$ cat config.mk
export PLATFORM = sky130hd
export DESIGN_NAME = lw_sha_ahb_adapter
export DESIGN_NICKNAME = d
export VERILOG_FILES = /design/src/rtl/lw_sha_ahb_adapter.sv
export SDC_FILE = /design/constraint.sdc
export NUM_CORES = 1
export LEC_CHECK = 0
export ABC_AREA = 1
export ABC_CLOCK_PERIOD_IN_PS = 1280
export CORE_MARGIN = 8
export CORE_UTILIZATION = 41
export CTS_BUF_LIST = sky130_fd_sc_hd__clkbuf_2
export CTS_CLUSTER_DIAMETER = 40
export CTS_CLUSTER_SIZE = 30
export DETAILED_ROUTE_END_ITERATION = 8
export PLACE_DENSITY = 0.87
export SYNTH_ARGS = -nofsm -noshare
export SYNTH_HDL_FRONTEND = slang
export SYNTH_SLANG_ARGS = --single-unit
$ cat constraint.sdc
create_clock -name clk_i -period 1.28 [get_ports clk_i]
set_input_delay 0.256 -clock clk_i [delete_from_list [all_inputs] [get_ports clk_i]]
set_output_delay 0.256 -clock clk_i [all_outputs]
set_load 0.05 [all_outputs]
$ cat src/rtl/lw_sha_ahb_adapter.sv
// AHB-Lite slave front end for the lightweight SHA/HMAC accelerator.
// Turns pipelined AHB-Lite transfers into single-cycle wr/rd strobes towards
// the SHA register/control block, waits for its handshakes, and folds slave
// errors, protocol violations and write-ack timeouts into the two-cycle AHB
// ERROR response.

`ifndef FIQSHA_BUS
`define FIQSHA_BUS 32
`endif

module lw_sha_ahb_adapter #(
    parameter int unsigned FIQSHA_BUS_DATA_WIDTH = `FIQSHA_BUS,
    parameter int unsigned ACK_TIMEOUT           = 4
) (
    input  logic                             clk_i,
    input  logic                             resetn_i,

    // AHB-Lite slave port
    input  logic                             hsel_i,
    input  logic [11:0]                      haddr_i,
    input  logic [1:0]                       htrans_i,
    input  logic                             hwrite_i,
    input  logic [2:0]                       hsize_i,
    input  logic [2:0]                       hburst_i,
    input  logic [FIQSHA_BUS_DATA_WIDTH-1:0] hwdata_i,
    input  logic                             hready_i,
    output logic                             hreadyout_o,
    output logic                             hresp_o,
    output logic [FIQSHA_BUS_DATA_WIDTH-1:0] hrdata_o,

    // Control block write side
    output logic                             wr_o,
    input  logic                             wr_ack_i,
    output logic [11:0]                      waddr_o,
    output logic [FIQSHA_BUS_DATA_WIDTH-1:0] wdata_o,
    input  logic                             slv_error_i,

    // Control block read side
    output logic                             rd_o,
    output logic [11:0]                      raddr_o,
    input  logic [FIQSHA_BUS_DATA_WIDTH-1:0] rdata_i,
    input  logic                             read_valid_i,
    output logic                             rd_ack_o,

    output logic [1:0]                       burst_type_o
);

    localparam int unsigned W        = FIQSHA_BUS_DATA_WIDTH;
    localparam int unsigned AW       = 12;
    localparam int unsigned SIZE_LOG = $clog2(W / 8);
    localparam int unsigned CNT_W    = $clog2(ACK_TIMEOUT + 1);

    localparam logic [2:0]       HSIZE_WORD = 3'(SIZE_LOG);
    localparam logic [AW-1:0]    ALIGN_MASK = AW'((1 << SIZE_LOG) - 1);
    localparam logic [CNT_W-1:0] CNT_LAST   = CNT_W'(ACK_TIMEOUT - 1);

    localparam logic [1:0] TRANS_NONSEQ = 2'b10;
    localparam logic [1:0] TRANS_SEQ    = 2'b11;

    localparam logic [2:0] ST_IDLE     = 3'd0;
    localparam logic [2:0] ST_WR_ISSUE = 3'd1;
    localparam logic [2:0] ST_WR_WAIT  = 3'd2;
    localparam logic [2:0] ST_RD       = 3'd3;
    localparam logic [2:0] ST_ERR1     = 3'd4;
    localparam logic [2:0] ST_ERR2     = 3'd5;

    logic [2:0]       state_q,  state_d;
    logic [CNT_W-1:0] cnt_q,    cnt_d;
    logic [AW-1:0]    addr_q,   addr_d;
    logic [AW-1:0]    waddr_q,  waddr_d;
    logic [AW-1:0]    raddr_q,  raddr_d;
    logic [W-1:0]     wdata_q,  wdata_d;
    logic [W-1:0]     hrdata_q, hrdata_d;
    logic [1:0]       burst_q,  burst_d;
    logic             wr_q,     wr_d;
    logic             rd_q,     rd_d;
    logic             rd_ack_q, rd_ack_d;

    logic             ready_c;
    logic             resp_c;
    logic             accept_c;
    logic             trans_c;
    logic             viol_c;

    // Map AHB HBURST onto the control block's two-bit burst class.
    function automatic logic [1:0] enc_burst(input logic [2:0] hburst);
        case (hburst)
            3'd0:       enc_burst = 2'd0;
            3'd1:       enc_burst = 2'd1;
            3'd2, 3'd3: enc_burst = 2'd2;
            default:    enc_burst = 2'd3;
        endcase
    endfunction

    // Only NONSEQ/SEQ carry a transfer; BUSY and IDLE are left uncaptured.
    assign trans_c = (htrans_i == TRANS_NONSEQ) || (htrans_i == TRANS_SEQ);

    // Wrong size or a misaligned address is rejected before any strobe.
    assign viol_c  = (hsize_i != HSIZE_WORD) || ((haddr_i & ALIGN_MASK) != '0);

    // Next-state, handshake and address-phase capture logic.
    always_comb begin
        state_d  = state_q;
        cnt_d    = cnt_q;
        addr_d   = addr_q;
        waddr_d  = waddr_q;
        raddr_d  = raddr_q;
        wdata_d  = wdata_q;
        hrdata_d = hrdata_q;
        burst_d  = burst_q;
        wr_d     = 1'b0;
        rd_d     = 1'b0;
        rd_ack_d = 1'b0;
        ready_c  = 1'b0;
        resp_c   = 1'b0;
        accept_c = 1'b0;

        case (state_q)
            ST_IDLE: begin
                ready_c = 1'b1;
            end
            ST_WR_ISSUE: begin
                wdata_d = hwdata_i;
                waddr_d = addr_q;
                wr_d    = 1'b1;
                cnt_d   = '0;
                state_d = ST_WR_WAIT;
            end
            ST_WR_WAIT: begin
                // An ack in the last timeout cycle still completes the write.
                if (wr_ack_i) begin
                    if (slv_error_i) begin
                        state_d = ST_ERR1;
                    end else begin
                        ready_c = 1'b1;
                        state_d = ST_IDLE;
                    end
                end else if (cnt_q == CNT_LAST) begin
                    state_d = ST_ERR1;
                end else begin
                    cnt_d = cnt_q + CNT_W'(1);
                end
            end
            ST_RD: begin
                if (read_valid_i) begin
                    hrdata_d = rdata_i;
                    rd_ack_d = 1'b1;
                    state_d  = ST_IDLE;
                end else begin
                    state_d  = ST_ERR1;
                end
            end
            ST_ERR1: begin
                resp_c  = 1'b1;
                state_d = ST_ERR2;
            end
            ST_ERR2: begin
                resp_c  = 1'b1;
                ready_c = 1'b1;
                state_d = ST_IDLE;
            end
            default: begin
                state_d = ST_IDLE;
            end
        endcase

        // Any cycle that completes with HREADYOUT high can take a new address.
        accept_c = hsel_i && hready_i && trans_c && ready_c;

        if (accept_c) begin
            burst_d = enc_burst(hburst_i);
            if (viol_c) begin
                state_d = ST_ERR1;
            end else if (hwrite_i) begin
                addr_d  = haddr_i;
                state_d = ST_WR_ISSUE;
            end else begin
                raddr_d  = haddr_i;
                rd_d     = 1'b1;
                hrdata_d = '0;
                state_d  = ST_RD;
            end
        end
    end

    // State and output registers.
    always_ff @(posedge clk_i or negedge resetn_i) begin
        if (!resetn_i) begin
            state_q  <= ST_IDLE;
            cnt_q    <= '0;
            addr_q   <= '0;
            waddr_q  <= '0;
            raddr_q  <= '0;
            wdata_q  <= '0;
            hrdata_q <= '0;
            burst_q  <= '0;
            wr_q     <= 1'b0;
            rd_q     <= 1'b0;
            rd_ack_q <= 1'b0;
        end else begin
            state_q  <= state_d;
            cnt_q    <= cnt_d;
            addr_q   <= addr_d;
            waddr_q  <= waddr_d;
            raddr_q  <= raddr_d;
            wdata_q  <= wdata_d;
            hrdata_q <= hrdata_d;
            burst_q  <= burst_d;
            wr_q     <= wr_d;
            rd_q     <= rd_d;
            rd_ack_q <= rd_ack_d;
        end
    end

    // HREADYOUT follows wr_ack_i combinationally so a write completes in the ack cycle.
    assign hreadyout_o  = ready_c;
    assign hresp_o      = resp_c;
    assign hrdata_o     = hrdata_q;
    assign wr_o         = wr_q;
    assign waddr_o      = waddr_q;
    assign wdata_o      = wdata_q;
    assign rd_o         = rd_q;
    assign raddr_o      = raddr_q;
    assign rd_ack_o     = rd_ack_q;
    assign burst_type_o = burst_q;

    // Strobes are mutually exclusive single-cycle pulses.
    a_strobe_excl: assert property (@(posedge clk_i) disable iff (!resetn_i) !(wr_q && rd_q));
    a_wr_pulse:    assert property (@(posedge clk_i) disable iff (!resetn_i) wr_q |=> !wr_q);
    a_rd_pulse:    assert property (@(posedge clk_i) disable iff (!resetn_i) rd_q |=> !rd_q);

endmodule

Word-level counts from Yosys, hierarchy flattened
Index checks and enable logic that the tools add are counted.
- logic and storage cells: 73
- output and inout bits: 95
- bits in registers: 111
- input port bits: 92
- add/subtract/negate cells: 1
- equal/unequal tests: 16
- multiplexer cells: 27
- bitwise logic cells: 2
- reduce and logical (&&, ||, !) cells: 16
- operators by type and width (kind ; count):
    32-bit two-way mux ; 5
    3-bit two-way mux ; 8
    3-bit by 2-bit == test with 1-bit output (second input constant) ; 5
    3-bit one-hot mux with 5 select lines ; 1
    12-bit nonzero test ; 1
    1-bit two-way mux ; 9
    3-bit AND reduction ; 3
    3-bit by 1-bit == test with 1-bit output (second input constant) ; 2
    3-bit == test (second input constant) ; 2
    3-bit logical NOT ; 2
    2-bit inequality test (second input constant) ; 3
    2-bit one-hot mux with 3 select lines ; 1
    3-bit one-hot mux with 2 select lines ; 1
    2-bit OR reduction ; 3
    2-bit == test (second input constant) ; 2
    4-bit inequality test (second input constant) ; 1
    3-bit by 1-bit adder with 3-bit output (second input constant) ; 1
    1-bit logical AND ; 3
    3-bit by 2-bit inequality test with 1-bit output (second input constant) ; 1
    1-bit logical OR ; 2
    2-bit two-way mux ; 1
    1-bit inverter ; 2
    1-bit one-hot mux with 2 select lines ; 1
    2-bit AND reduction ; 1
    2-bit nonzero test ; 1

Depth between registers and ports, before layout
Gate-level depths: netlist of the first run.
- depth in word-level cells: 6
- depth in mapped cells: 9
- gate-level depth less buffers: 9

Worst setup path before layout of the first run
No wires, ideal clock.
- path type: reg2reg
- start: reg state_q[2]
- end: reg addr_q[10]
- data required time: 1.213 ns
- data arrival time: 1.341 ns
- stages on the path, launching flop included: 7
- slack: -0.128 ns
- setup time: 0.067 ns
- period minus slack after synthesis: 1.408 ns
- path buffers: 1
- cells stage by stage: dfrtp_1 -> nor2_2 -> nand3_1 -> nand2_2 -> buf_2 -> nand4_1 -> nand2_1
- longest elaborated chain between the ends: 5
- elaborated cells on any way between the ends: 7
- those cells by class: eq/ne (2); mux (1); reduce/logical (4)
- RTL lines (what ; RTL line ; source):
    start: declaration ; 67 ; logic [2:0] state_q, state_d;
    start signal: assignment ; 201 ; state_q <= state_d;
    3-bit == test / 3-bit logical NOT (equally long branches) ; 118 ; case (state_q)
    2-bit OR reduction (no line) ; n/a ;
    1-bit one-hot mux with 2 select lines (*) ; 118 ;
    named net hreadyout_o ; 27 ; output logic hreadyout_o,
    1-bit logical AND (*) ; 168 ; accept_c = hsel_i && hready_i && trans_c && ready_c;
    3-bit AND reduction (no line) (*) ; n/a ;
    end signal: assignment ; 203 ; addr_q <= addr_d;
    end: declaration ; 69 ; logic [AW-1:0] addr_q, addr_d;
Mark *: on every way through the listed nets, which the timed path passes. The rest lies on a longest branch.
A chain may end at the register's enable or synchronous reset.

Worst setup path after layout of the first run
- start: reg state_q[1]
- end: out hreadyout_o
- longest elaborated chain between the ends: 3
- elaborated cells on any way between the ends: 5
- those cells by class: eq/ne (2); mux (1); reduce/logical (2)
- RTL lines (what ; RTL line):
    3-bit == test / 3-bit logical NOT (equally long branches) ; 118
    2-bit OR reduction (no line) ; n/a
    1-bit one-hot mux with 2 select lines (*) ; 118
    end: declaration ; 27
Every way passes the cells marked *; elsewhere a longest branch is shown, timed or not.

==> results.cfg, run 1 <==
[yosys]
synth_seq_area_share_pct = 58.8
synth_seq_cells = 111
synth_area_mm2 = 0.00473
avgSynthCellArea_um2 = 8.28
syn_nets = 665
yosys_warnings = 0
syn_inst = 571
synth.distinct_cells = 25

[critical_path]
path_class = reg2out
critPathCaptureType = output pin
worstPathRequired_ns = 1.02
crit_family = flip-flops
arrival_ns = 1.77
ff2ff_setup_slack_ns = -0.70
r2r-start = state_q[1]
cp_max_fo = 4
rr_endpoint = hrdata_o[10]
cp_num_buf_inv = 3
worst_setup_path_start_kind = flip-flop
worstPathCellList = inv_2 > nand2_2 > nand2_2 > nand2_2 > nand2_4 > buf_6 > buf_12
crit_top_cell = nand2_2
cpMaxStageDelayCell = dfrtp_1
max_stage_delay_ns = 0.51
reg2reg_depth = 12

[grt]
first_global_vias = 4999
grtUsageMet1_pct = 24.4
track_usage_pct = 22.2
grt_max_degree = 39
grt_overflow = 0
grt_antenna_before_repair = 0
met2_usage_pct = 40.2
grt_busiest_layer = met2
grt_first_pass_wirelength_mm = 26.0
use_met3_pct = 5.25

[die]
ios = 187
die_area_mm2 = 0.0152
rows = 39
die_w_um = 123
die_h_um = 123
initial_core_util_pct = 41.8
core_area_mm2 = 0.0113

[power_and_ir_drop]
clockPowerShare_pct = 8.3
p_int_uw = 11200
p_leak_uw = 0.00455
power_density_mw_per_mm2 = 2250
comb_power_share_pct = 63.3
vdd_ir_drop_max_uv = 1730
p_total_uw = 20400
p_seq_share_pct = 28.4
netSwitchingFraction_pct = 45.1
p_sw_uw = 9220

[final_layout]
diodes = 0
nets = 929
area_growth_pct = 92.4
drive_gt1_share_pct = 33.3
fin_util_pct = 80.3

[sta]
max_clock_freq_ghz = 0.493
tightest_slew_ns = 0.456
rsz0062_at_grt = true
setup_ws_ns = -0.749
setup_viol = 206
skew_ns = 0.0415
maxSlewHeadroom_pct = 69.6
holdWs_ns = 0.0842
fin_crit_sh_pct = 159
finalHoldViolations = 0
drv_slew = 0
min_period_ns = 2.03

[clock_tree]
root_buffer = clkbuf_2
clock_sinks = 111
clock_tree.buffer_depth = 2
clk_latency_ns = 0.63
cts_made_buffers = 9
cts_tree = yes
clk_pin_slew_ns = 0.37
cts_max_level = 3

[routing]
drtIter0Drc = 408
route.detailed.drc = 0
totalWireLength_mm = 18.8
routedWlPerCell_um = 19.1
viasPerCell = 5.16
dr.pass1.iters = 6
ant_nets = 0
vias = 5071

[min_path]
min_from = hwdata_i[21]
min_path_cells = 3
hp-class = in2reg
holdPathEnd = wdata_o[21]

[outcome]
status = finished with violations
violations = negative setup slack

[flow_run]
cap_violations = 0

[placement]
io_buffers = 185
gp_congestion = 0.798
hpwl_mm = 10.9
==> state kept, by name, summed over array words and instances (netlist names) <==
signal,cells
rd_o,1
raddr_o,12
wdata_o,32
hrdata_o,32
addr_q,12
waddr_o,12
state_q,3
burst_type_o,2
cnt_q,3
rd_ack_o,1
wr_o,1
==> layout make-up <==
type                       instances  area, um^2
clock buffer                       9        45.0
clock inverter                     7        72.6
fill                             623        2230
inverter                          51         204
multi-input combinational        380        1840
sequential                       111        2780
tap                              143         179
timing repair buffer             282        3970
==> layer usage <==
layer / share of wire [%] / vias to the layer above
li1: - / 2286
met1: 37 / 2440
met2: 52 / 278
met3: 7.4 / 67
met4: 4.5 / 0
met5: 0 / -
==> worst max path at each step <==
stage | to | from | slack [ns] | cells past startpoint
after floorplan | raddr_o[11] | state_q[1] | -0.06 | 8
after global placement | hrdata_o[25] | wr_ack_i | -0.51 | 10
after global routing | hreadyout_o | state_q[1] | -0.85 | 7
after detailed placement | hrdata_o[31] | wr_ack_i | -0.54 | 10
after CTS | hreadyout_o | state_q[0] | -0.69 | 5
final | hreadyout_o | state_q[1] | -0.75 | 7
==> cells in the final DEF (no fill, tap or decap), types with 21 or more instances in the layout <==
| cell | n |
|---|---|
| nand2_1 | 220 |
| clkdlybuf4s50_1 | 89 |
| inv_1 | 44 |
| nor2_1 | 35 |
| dfrtp_1 | 109 |
| buf_12 | 110 |
| nand2_2 | 34 |
| buf_4 | 55 |
| o21ai_1 | 25 |
| nand4_1 | 21 |
==> cells in the mapped netlist <==
library cell / count / area (um^2)
buf_6: 2 / 22.5
nor2_8: 1 / 20.0
nand2_1: 257 / 965
buf_4: 4 / 30.0
dfrtp_1: 111 / 2780
or2_2: 1 / 6.26
o21ai_0: 30 / 150
inv_2: 5 / 18.8
nand3_1: 6 / 30.0
ha_1: 2 / 25.0
nand3_2: 1 / 10.0
nand3_4: 1 / 17.5
clkbuf_1: 14 / 52.6
inv_1: 46 / 173
nor2_2: 1 / 6.26
a21oi_1: 2 / 10.0
o21ai_1: 8 / 40.0
and3_1: 1 / 6.26
nor2_1: 45 / 169
nor2_4: 1 / 11.3
nor3_1: 1 / 5.00
buf_1: 1 / 3.75
nand2_2: 1 / 6.26
buf_2: 8 / 40.0
nand4_1: 21 / 131
==> power by group through the flow <==
| stage | clock, uW | combinational [uW] | sequential [uW] |
|---|---|---|---|
| after floorplan | 0 | 1890 | 8810 |
| after global placement | 0 | 11000 | 5760 |
| after detailed placement | 0 | 11200 | 5830 |
| after CTS | 1670 | 12400 | 5750 |
| after global routing | 1850 | 13400 | 5920 |
| final | 1690 | 12900 | 5810 |
==> logic make-up (layout without fill, tap and decap cells) <==
family / Yosys count / count (layout) / share of synthesized area, %
simple gates: 338 / 338 / 29.3
flops: 111 / 111 / 58.8
compound gates: 40 / 40 / 4.24
buf+inv: 80 / 349 / 7.20
fa+ha+maj: 2 / 2 / 0.529
==> timing repair <==
item,CTS,global route
resized for setup,99,26
setup endpoints to repair,201,206
hold endpoints to repair,111,0
setup buffers,26,19
hold buffers,2,0
cloned,12,1
pin swaps,18,2
==> metrics by stage <==
step	instance area [um^2]	cells	setup TNS, ns	setup slack (ns)
5_1_grt	9090	983	-80.22	-0.846
6_report	9090	983	-68.33	-0.749
4_1_cts	8870	964	-46.23	-0.690
3_3_place_gp	7960	908	-30.01	-0.510
3_5_place_dp	7960	908	-31.47	-0.537
2_1_floorplan	4750	571	-2.05	-0.0552
==> tightest hold or removal path: stages <==
cell	delay [ns]
clkdlybuf4s50_1	0.39
nand2_1	0.06
nand2_1	0.04
Power figures use the tool's default switching activity.
==> run 2: changes to the inputs <==
Settings changed: CAP_MARGIN set to 30.
==> results of run 2 <==
The final DEF is identical to that of run 1; final timing and power are the same.
==> run 3: changes to the inputs <==
Settings changed: ABC_CLOCK_PERIOD_IN_PS 1280 to 1650, CELL_PAD_IN_SITES_DETAIL_PLACEMENT set to 0, CELL_PAD_IN_SITES_GLOBAL_PLACEMENT set to 1, CORE_MARGIN 8 to not set, CORE_UTILIZATION 41 to 29.
Clock period 1.28 ns to 1.65 ns, I/O delays scaled along.
==> run 3 against run 2 <==
Net effect:
- the flow still finishes with violations (negative setup slack)
- largest cell class is now registers
- final cell count is 2.7% higher
- non-clock buffer count is 46 lower
- highest routed layer unchanged
- critical endpoint unchanged
- global-route usage is 6.9 points lower
- worst hold slack better by 0.11 ns
- critical path depth is 1 lower
- setup slack better by 0.42 ns
==> results.cfg, run 3 (synthesis gave the netlist of run 1 again) <==
[routing]
totalWireLength_mm = 13.1
viasPerCell = 4.24
route.detailed.drc = 0
drtIter0Drc = 222
vias = 4279
routedWlPerCell_um = 13.0
ant_nets = 0
dr.pass1.iters = 4

[outcome]
violations = negative setup slack
status = finished with violations

[critical_path]
arrival_ns = 1.65
ff2ff_setup_slack_ns = 0
cp_max_fo = 4
worst_setup_path_start_kind = flip-flop
worstPathRequired_ns = 1.32
cpMaxStageDelayCell = dfrtp_1
path_class = reg2out
worstPathCellList = inv_2 > nand2_2 > nand2_2 > nand2_2 > nand2_4 > buf_12
critPathCaptureType = output pin
max_stage_delay_ns = 0.49
crit_top_cell = nand2_2

[sta]
finalHoldViolations = 0
fin_crit_sh_pct = 120
min_period_ns = 1.98
holdWs_ns = 0.194
drv_slew = 0
setup_ws_ns = -0.326
skew_ns = 0.0487
maxSlewHeadroom_pct = 62.8
setup_viol = 2
tightest_slew_ns = 0.556
tns_ns = -0.554
rsz0062_at_grt = true
max_clock_freq_ghz = 0.506

[die]
die_h_um = 130
die_w_um = 130
core_area_mm2 = 0.0159
rows = 46
ios = 187
die_area_mm2 = 0.0168
initial_core_util_pct = 29.8

[grt]
grt_overflow = 0
grt_max_degree = 59
grt_first_pass_wirelength_mm = 20.0
grt_antenna_before_repair = 0
first_global_vias = 3982
track_usage_pct = 15.3

[final_layout]
stdcell_area_mm2 = 0.00740
final_common_cell = nand2_1
final_cell_mix = nand2_1 (254), dfrtp_1 (110), clkdlybuf4s50_1 (89)
area_growth_pct = 56.5
fin_util_pct = 46.6
diodes = 0
drive_gt1_share_pct = 22.3
nets = 883

[clock_tree]
clk_latency_ns = 0.61
root_buffer = clkbuf_2
cts_max_level = 3
clock_tree.buffer_depth = 2
clock_sinks = 111
cts_made_buffers = 9
cts_tree = yes
clk_pin_slew_ns = 0.31

[placement]
io_buffers = 185
placed_area_mm2 = 0.00676
gp_congestion = 0.822
hpwl_mm = 8.64

[power_and_ir_drop]
power_density_mw_per_mm2 = 1690
p_total_uw = 12500
vdd_ir_drop_max_uv = 717
p_leak_uw = 0.00387

[min_path]
hp-class = in2async

[flow_run]
cap_violations = 0
run 3: changes by cell type in the layout (fill, tap and decap cells not counted), moves of 15 or more:
cell     change
o21ai_0     +19
buf_12     -102
o21ai_1     -15
buf_6       +66
nand2_1     +34
nand2_2     -31
run 3: per-layer routing:
metal	share of wire (%)	track usage, %	routed length, um
met3	5.4	3.72	705
met4	2.2	6.50	284
met1	45	20.2	5960
met2	47	23.8	6170
met5	0	0	0
run 3: cell type report:
| class | count | area, um^2 |
|---|---|---|
| fill | 1600 | 8490 |
| sequential | 111 | 2780 |
| timing repair buffer | 236 | 2430 |
| multi-input combinational | 380 | 1630 |
| tap | 216 | 270 |
| inverter | 51 | 191 |
| clock buffer | 10 | 50.0 |
| clock inverter | 6 | 45.0 |
run 3: through the flow:
step / setup WS [ns] / instances
finish: -0.326 / 1010
global route: -0.479 / 1010
CTS: -0.395 / 999
detailed placement: -0.304 / 968
global placement: -0.325 / 968
floorplan: 0.185 / 571
run 3: what timing repair did:
action | 4_1_cts | 5_1_grt
resized for setup | 68 | 25
cloned | 0 | 1
hold endpoints to repair | 111 | 0
setup buffers | 14 | 10
endpoints found under the setup margin | 66 | 138
pin swaps | 2 | 1
hold buffers | 2 | 0
run 3: where the power goes:
part           leakage (uW)  switching [uW]  internal, uW
registers           0.00145             599          3560
logic               0.00236            4540          2670
clock network     0.0000571             944           216
total               0.00387            6080          6450
run 3: path summary, 6_finish.rpt:
kind / startpoint / endpoint / cells past startpoint
hold / removal: resetn_i / burst_type_o[1] / 3
setup reg to reg: state_q[1] / hrdata_o[26] / 10
setup / recovery: state_q[1] / hreadyout_o / 6
max in group asynchronous: resetn_i / raddr_o[3] / 3
min in group clk_i: hwdata_i[14] / wdata_o[14] / 3
hold reg to reg: addr_q[0] / addr_q[0] / 2
run 3: worst max-delay path, delay by kind of cell, from the launching register on:
family                 cells  cell delay (ns)
buffers and inverters      2             0.26
DFF                        1             0.49
and+or+nand+nor            4             0.28
